<file path="config.mk">
export PLATFORM = sky130hd
export DESIGN_NAME = sm4_key_cache_ctrl
export DESIGN_NICKNAME = d
export VERILOG_FILES = /design/src/rtl/sm4_key_cache_ctrl.sv
export SDC_FILE = /design/constraint.sdc
export NUM_CORES = 2
export LEC_CHECK = 0
export CAP_MARGIN = 25
export CELL_PAD_IN_SITES_DETAIL_PLACEMENT = 0
export CELL_PAD_IN_SITES_GLOBAL_PLACEMENT = 1
export CORE_MARGIN = 2
export CORE_UTILIZATION = 43
export CTS_BUF_LIST = sky130_fd_sc_hd__clkbuf_16
export DETAILED_ROUTE_END_ITERATION = 10
export DONT_BUFFER_PORTS = 1
export HOLD_SLACK_MARGIN = 0.02
export PLACE_DENSITY_LB_ADDON = 0.1
export SYNTH_ARGS = -nofsm -noshare
export SYNTH_HDL_FRONTEND = slang
export SYNTH_SLANG_ARGS = --single-unit
</file>
<file path="constraint.sdc">
create_clock -name clk_i -period 5.08 [get_ports clk_i]
set_input_delay 1.016 -clock clk_i [delete_from_list [all_inputs] [get_ports clk_i]]
set_output_delay 1.016 -clock clk_i [all_outputs]
set_load 0.01 [all_outputs]
</file>
<file path="src/rtl/sm4_key_cache_ctrl.sv">
// Four-entry fully associative key-tag cache controller for the SM4 encryptor.
// Resolves a 128-bit key to a round-key slot, allocating and filling a victim on a miss.
module sm4_key_cache_ctrl (
  input  logic         clk_i,
  input  logic         reset_i,
  input  logic         flush_i,
  input  logic         lookup_v_i,
  output logic         lookup_ready_o,
  input  logic [127:0] lookup_key_i,
  output logic         resp_v_o,
  input  logic         resp_ready_i,
  output logic [1:0]   resp_slot_o,
  output logic         resp_hit_o,
  output logic         expand_v_o,
  input  logic         expand_ready_i,
  output logic [127:0] expand_key_o,
  output logic [1:0]   expand_slot_o,
  input  logic         expand_done_i,
  output logic         lru_v_o,
  output logic [1:0]   lru_access_o,
  input  logic [1:0]   lru_replace_i
);

  typedef enum logic [2:0] {
    S_IDLE     = 3'd0,
    S_LOOKUP   = 3'd1,
    S_EXP_REQ  = 3'd2,
    S_EXP_WAIT = 3'd3,
    S_RESP     = 3'd4
  } state_e;

  state_e              state_q, state_d;
  logic [3:0][127:0]   tag_q, tag_d;
  logic [3:0]          valid_q, valid_d;
  logic [127:0]        key_q, key_d;
  logic [1:0]          slot_q, slot_d;
  logic                hit_q, hit_d;
  logic                lru_v_q, lru_v_d;
  logic [3:0]          match_s;
  logic                any_hit_s;
  logic [1:0]          hit_slot_s;
  logic [1:0]          victim_s;

  // Tags are unique, so at most one match bit can be set.
  always_comb begin
    match_s    = 4'b0000;
    hit_slot_s = 2'd0;
    for (int i = 0; i < 4; i++) begin
      match_s[i] = valid_q[i] && (tag_q[i] == key_q);
      if (match_s[i]) begin
        hit_slot_s = 2'(i);
      end else begin
        hit_slot_s = hit_slot_s;
      end
    end
  end

  assign any_hit_s = |match_s;

  // Free slots are consumed lowest-first before the LRU recorder is consulted.
  always_comb begin
    if (!valid_q[0]) begin
      victim_s = 2'd0;
    end else if (!valid_q[1]) begin
      victim_s = 2'd1;
    end else if (!valid_q[2]) begin
      victim_s = 2'd2;
    end else if (!valid_q[3]) begin
      victim_s = 2'd3;
    end else begin
      victim_s = lru_replace_i;
    end
  end

  always_ff @(posedge clk_i) begin
    if (reset_i) begin
      state_q <= S_IDLE;
    end else begin
      state_q <= state_d;
    end
  end

  always_comb begin
    state_d = state_q;
    case (state_q)
      S_IDLE: begin
        if (!flush_i && lookup_v_i) state_d = S_LOOKUP;
        else                        state_d = S_IDLE;
      end
      S_LOOKUP: begin
        if (any_hit_s) state_d = S_RESP;
        else           state_d = S_EXP_REQ;
      end
      S_EXP_REQ: begin
        if (expand_ready_i) state_d = S_EXP_WAIT;
        else                state_d = S_EXP_REQ;
      end
      S_EXP_WAIT: begin
        if (expand_done_i) state_d = S_RESP;
        else               state_d = S_EXP_WAIT;
      end
      S_RESP: begin
        if (resp_ready_i) state_d = S_IDLE;
        else              state_d = S_RESP;
      end
      default: state_d = S_IDLE;
    endcase
  end

  // A victim stays invalid until its fill completes, so it can never false-hit.
  always_comb begin
    tag_d   = tag_q;
    valid_d = valid_q;
    key_d   = key_q;
    slot_d  = slot_q;
    hit_d   = hit_q;
    lru_v_d = (state_d == S_RESP) && (state_q != S_RESP);
    case (state_q)
      S_IDLE: begin
        if (flush_i) begin
          valid_d = 4'b0000;
        end else if (lookup_v_i) begin
          key_d = lookup_key_i;
        end else begin
          key_d = key_q;
        end
      end
      S_LOOKUP: begin
        if (any_hit_s) begin
          slot_d = hit_slot_s;
          hit_d  = 1'b1;
        end else begin
          slot_d            = victim_s;
          tag_d[victim_s]   = key_q;
          valid_d[victim_s] = 1'b0;
          hit_d             = 1'b0;
        end
      end
      S_EXP_WAIT: begin
        if (expand_done_i) valid_d[slot_q] = 1'b1;
        else               valid_d = valid_q;
      end
      default: begin
        valid_d = valid_q;
      end
    endcase
  end

  always_ff @(posedge clk_i) begin
    if (reset_i) begin
      tag_q   <= '0;
      valid_q <= 4'b0000;
      key_q   <= 128'd0;
      slot_q  <= 2'd0;
      hit_q   <= 1'b0;
      lru_v_q <= 1'b0;
    end else begin
      tag_q   <= tag_d;
      valid_q <= valid_d;
      key_q   <= key_d;
      slot_q  <= slot_d;
      hit_q   <= hit_d;
      lru_v_q <= lru_v_d;
    end
  end

  // Data outputs are forced to zero whenever their valid is low.
  always_comb begin
    lookup_ready_o = (state_q == S_IDLE) && !flush_i && !reset_i;
    expand_v_o     = (state_q == S_EXP_REQ);
    expand_key_o   = expand_v_o ? key_q : 128'd0;
    expand_slot_o  = expand_v_o ? slot_q : 2'd0;
    resp_v_o       = (state_q == S_RESP);
    resp_slot_o    = resp_v_o ? slot_q : 2'd0;
    resp_hit_o     = resp_v_o ? hit_q : 1'b0;
    lru_v_o        = lru_v_q;
    lru_access_o   = lru_v_q ? slot_q : 2'd0;
  end

endmodule
</file>
Word-level counts from Yosys, hierarchy flattened
Cells that the tools add are included.

Order comparisons: 4. Equality and inequality tests: 13. Multiplexer cells: 31. Bitwise gates (word level): 5. Reductions and logical operators: 18.

Operators with widths (number): bitwise mux 512 bit (1); == test 128 bit (4); demux 128 bit (select 2 bit) (1); two-way mux 128 bit (2); two-way mux 2 bit (10); case mux 3 bit (5 select lines) (1); two-way mux 4 bit (3); case mux 4 bit (3 select lines) (1); logical AND 1 bit (10); two-way mux 3 bit (3); two-way mux 1 bit (7); == test 3 x 2 -> 1 bit (second input constant) (2); == test 3 bit (second input constant) (2); less-than comparator 2 x 3 -> 1 bit (second input constant) (2); != test 2 bit (second input constant) (3); AND 4 bit (1); demux 1 bit (select 2 bit) (2); greater-or-equal comparator 2 x 1 -> 1 bit (second input constant) (2); NOT 4 bit (1); bitwise OR 4 bit (1); AND reduction 4 bit (1); OR reduction 4 bit (1); == test 3 x 1 -> 1 bit (second input constant) (1); zero test 3 bit (1); 6 further kinds (8).

Register bits after elaboration: 651. Input port bits: 137. Output and inout bits: 139. Logic and storage cells: 81.

Depth between registers and ports, before layout
Word-level depth: 12. Depth in mapped cells: 14. Depth with buffers taken out: 9.

Worst setup path after synthesis
Ideal clock, no wire load.

Path kind: reg2reg. Start point: reg key_q[27]. End point: reg tag_q[391] (netlist bit). Setup time: 0.072 ns. Arrival time: 2.950 ns. Data required time: 5.008 ns. Path slack: 2.058 ns. Cell stages (with the launch flop): 15. Buffers on the path: 5. Period minus slack after synthesis: 3.022 ns. Cells stage by stage: dfxtp_1 > buf_6 > nor2b_1 > a2111o_1 > a2111oi_2 > nand4_1 > or4_4 > o21ai_2 > or3_4 > buf_6 > or3_1 > buf_6 > buf_12 > buf_12 > mux2i_1.

Cells in the longest elaborated chain, start to end: 5. Elaborated cells on any way between the ends: 11. Classes of those cells: eq/ne: 4; bitwise: 1; reduce/logical: 6.

Ends and longest elaborated chain: start: declaration (RTL line 35) `logic [127:0] key_q, key_d;`; start signal: assignment (RTL line 160) `key_q <= key_d;`; == test 128 bit (RTL line 49) `match_s[i] = valid_q[i] && (tag_q[i] == key_q);`; logical AND 1 bit (RTL line 49); OR reduction 4 bit * (RTL line 58) `assign any_hit_s = |match_s;`; NOT 1 bit (no source line) *; AND reduction 2 bit (no source line) *; end signal: assignment (RTL line 158) `tag_q <= tag_d;`; end: declaration (RTL line 33) `logic [3:0][127:0] tag_q, tag_d;`.

Mark *: on every way between the ends. The rest lies on a longest branch, timed or not. A chain may end at the register's enable or synchronous reset.

Worst setup path after layout
Start point: reg key_q[20]. End point: reg tag_q[69] (netlist bit).

Same word-level chain as after synthesis.

==> impl_metrics.toml <==
[cts]
clock-sinks = 651
cts-root-buf = "clkbuf_16"
cts_setup_buffers = 0
clk_pin_slew_ps = 70
cts_hold_buf = 0
h-tree-depth = 3
clk_latency_ps = 670
cts_tree = "yes"
clock_path_buffers = 3
cts_buffers = 77
ctsResizeCount = 0

[cells_and_area]
final_util_pct = 48.4
instances_no_fill = 4867
fillers = 7360
nets = 3905
syn_to_final_growth_pct = 11.3
drive_above_1_share_pct = 7.36

[sta]
slew_headroom_pct = -121
fmax_mhz = 207
timing.final.crit_share_pct = 95.1
setup_tns_ps = 0
rsz0062_at_grt = "no"
worstMarginPinSlew_ps = 3310
fin_skew_ps = 45.3
finalCriticalPeriod_ps = 4830
setup_viol = 0
finalMaxSlewViolations = 525
whs_ps = 479
hold_violations = 0

[critical_path]
ff2ff_path_depth = 11
worstPathCellList = "xor2_1 -> nor4_1 -> nand4_1 -> or4_1 -> nor3_1 -> a31o_2 -> or3_4 -> buf_12 -> buf_12 -> o21ai_0 -> o21ai_0"
slowest_delay_ps = 700
crit_path_max_fanout = 38
reg2reg_from = "key_q[20]"
cp.arrival_ps = 5400
r2r-end = "tag_q[69]"
endpoint_kind = "flip-flop"
critical_path_class = "reg -> reg"
slowest_stage = "dfxtp_1"
critPathRequiredTime_ps = 5650
ff2ff_setup_slack_ps = 250
crit_path_start_kind = "flip-flop"

[power]
switching_share_pct = 28.8
p_sw_w = 0.00355
p_int_w = 0.00878
clkPwrFrac_pct = 46.2
seq_power_share_pct = 43.4
power.total_w = 0.0123
p_leak_nw = 14.3
ir_drop_uv = 217
combPwrFrac_pct = 10.4
p_per_area_nw_per_um2 = 335

[synthesis]
synth_warnings = 0
ys_seq_area_share_pct = 39.5
synth_cell_type_count = 56
ys_ff_latch = 651
yosys.area.top_type = "dfxtp_1"
synthTopCellsByArea = "dfxtp_1, nand2b_1, mux2i_1"
synth.top_cell.area_share_pct = 39.5
synth_edf_count = 0
synth_fp_nets = 4028
avgSynthCellArea_um2 = 8.49
async_flop_share_pct = 0
syn-cell-area_um2 = 33000
synthCells = 3891
synthFlopType = "dfxtp_1"

[min_path]
hp-start = "tag_q[445]"
min_to = "tag_q[445]"
worst_hold_path.num_cells = 2
hp-class = "reg -> reg"

[route]
wl_um = 170000
drt_iter0_markers = 4428
drcViolationCount = 0
first_pass_iters = 8
wl_per_cell_um = 34.9
routed_via_density = 6.14
antenna_left = 0
via_count = 29900

[outcome]
violations = "slew limit"
status = "finished with violations"

[global_routing]
busiest_layer = "met2"
grt_use_met3_pct = 9.08
grt_pass1_wl_um = 229000
use_met1_pct = 57.2
met2_usage_pct = 61.1
grt_pass1_vias = 27500
grt_max_degree = 782
track_usage_pct = 42.0
gr-total-overflow = 0
antenna_found_initial = 16

[placed_design]
post-place-cells = 4719
detailed_place_hpwl_um = 130000
place_congestion = 1.04
io_buffers = 0

[die]
initial_core_util_pct = 43.5
dieArea_um2 = 79000
die_h_um = 281
rows = 101
io-pin-count = 276
fp.dieW_um = 281
core_um2 = 75900

[run]
timing.max_cap.violations = 0
==> worst max-delay path, delay by kind of cell, from the launching register on <==
family | cells | cell delay (ps)
AO/OA/AOI/OAI | 3 | 620
XOR/XNOR | 1 | 270
buffers and inverters | 2 | 510
flip-flops | 1 | 700
AND/OR/NAND/NOR | 5 | 2530
==> registers in the layout, indices dropped and copies added, names as in the netlist <==
| name | flops |
|---|---|
| lru_v_o | 1 |
| state_q | 3 |
| hit_q | 1 |
| key_q | 128 |
| valid_q | 4 |
| tag_q | 512 |
| slot_q | 2 |
==> cell families (layout without fill, tap and decap cells) <==
kind of cell / count (synthesis) / in the layout / synth area share [%]
AOI/OAI and AO/OA: 813 / 813 / 13.9
buffers and inverters: 467 / 408 / 6.58
muxes: 261 / 261 / 7.91
DFF: 651 / 651 / 39.5
xor gates and xnor gates: 311 / 311 / 8.25
and+or+nand+nor: 1388 / 1388 / 23.9
other: 0 / 5 / 0
==> final cells by class <==
type / instances / area (um^2) / area share (%)
Antenna cell: 5 / 12.5 / 0.0340
Clock buffer: 77 / 1930 / 5.24
Clock inverter: 66 / 612 / 1.66
Inverter: 114 / 428 / 1.16
Multi-Input combinational cell: 2773 / 17900 / 48.7
Sequential cell: 651 / 13000 / 35.4
Tap cell: 1030 / 1290 / 3.50
Timing Repair Buffer: 151 / 1580 / 4.29
==> layout by cell type (no fill, tap or decap), types with 14 or more instances in the layout <==
master     count
dfxtp_1      649
nor2_1        43
xor2_1       135
a21oi_1      131
mux2i_1      261
clkbuf_16     77
o2111ai_1     37
o21ai_0      449
nand2b_1     494
nand4_1       52
nor2b_1      278
buf_4        111
o22ai_1       44
o21ai_1       70
clkinv_2      14
xnor2_1      176
inv_1        125
nor4_1       123
and2_1        74
buf_12        36
clkinv_1      20
nand2_1      272
==> power by group through the flow <==
stage	registers (W)	clock network [W]	logic (W)
2_1_floorplan	0.00531	0	0.000714
3_3_place_gp	0.00546	0	0.00123
3_5_place_dp	0.00546	0	0.00122
4_1_cts	0.00535	0.00571	0.00123
5_1_grt	0.00535	0.00591	0.00129
6_report	0.00535	0.00569	0.00129
==> worst max path at each step <==
stage | from | to | slack (ps) | cells after the start
after floorplan | key_q[27] | tag_q[391] | 2060 | 14
after global placement | key_q[69] | tag_q[494] | 500 | 12
after detailed placement | key_q[32] | tag_q[69] | 470 | 11
after CTS | key_q[32] | tag_q[69] | 450 | 11
after global routing | key_q[32] | tag_q[7] | 410 | 11
final | key_q[20] | tag_q[69] | 250 | 11
==> metal layers <==
metal | wire, um | up-vias
li1 | - | 12900
met1 | 71700 | 15000
met2 | 71200 | 1693
met3 | 16300 | 336
met4 | 10800 | 12
met5 | 81 | -
==> Yosys cell counts (43+ instances only) <==
master	count
a21oi_1	131
and2_1	74
clkbuf_1	276
dfxtp_1	651
inv_1	112
mux2i_1	261
nand2_1	274
nand2b_1	494
nand4_1	52
nor2_1	43
nor2b_1	278
nor4_1	125
o21ai_0	449
o21ai_1	70
o22ai_1	44
xnor2_1	176
xor2_1	135
==> per-stage QoR <==
step | worst slack, ps | instance area, um^2
CTS | 453 | 36800
detailed placement | 467 | 34200
global placement | 498 | 34200
floorplan | 2060 | 33000
finish | 250 | 36800
global route | 409 | 36800
(Power assumes the default switching activity.)
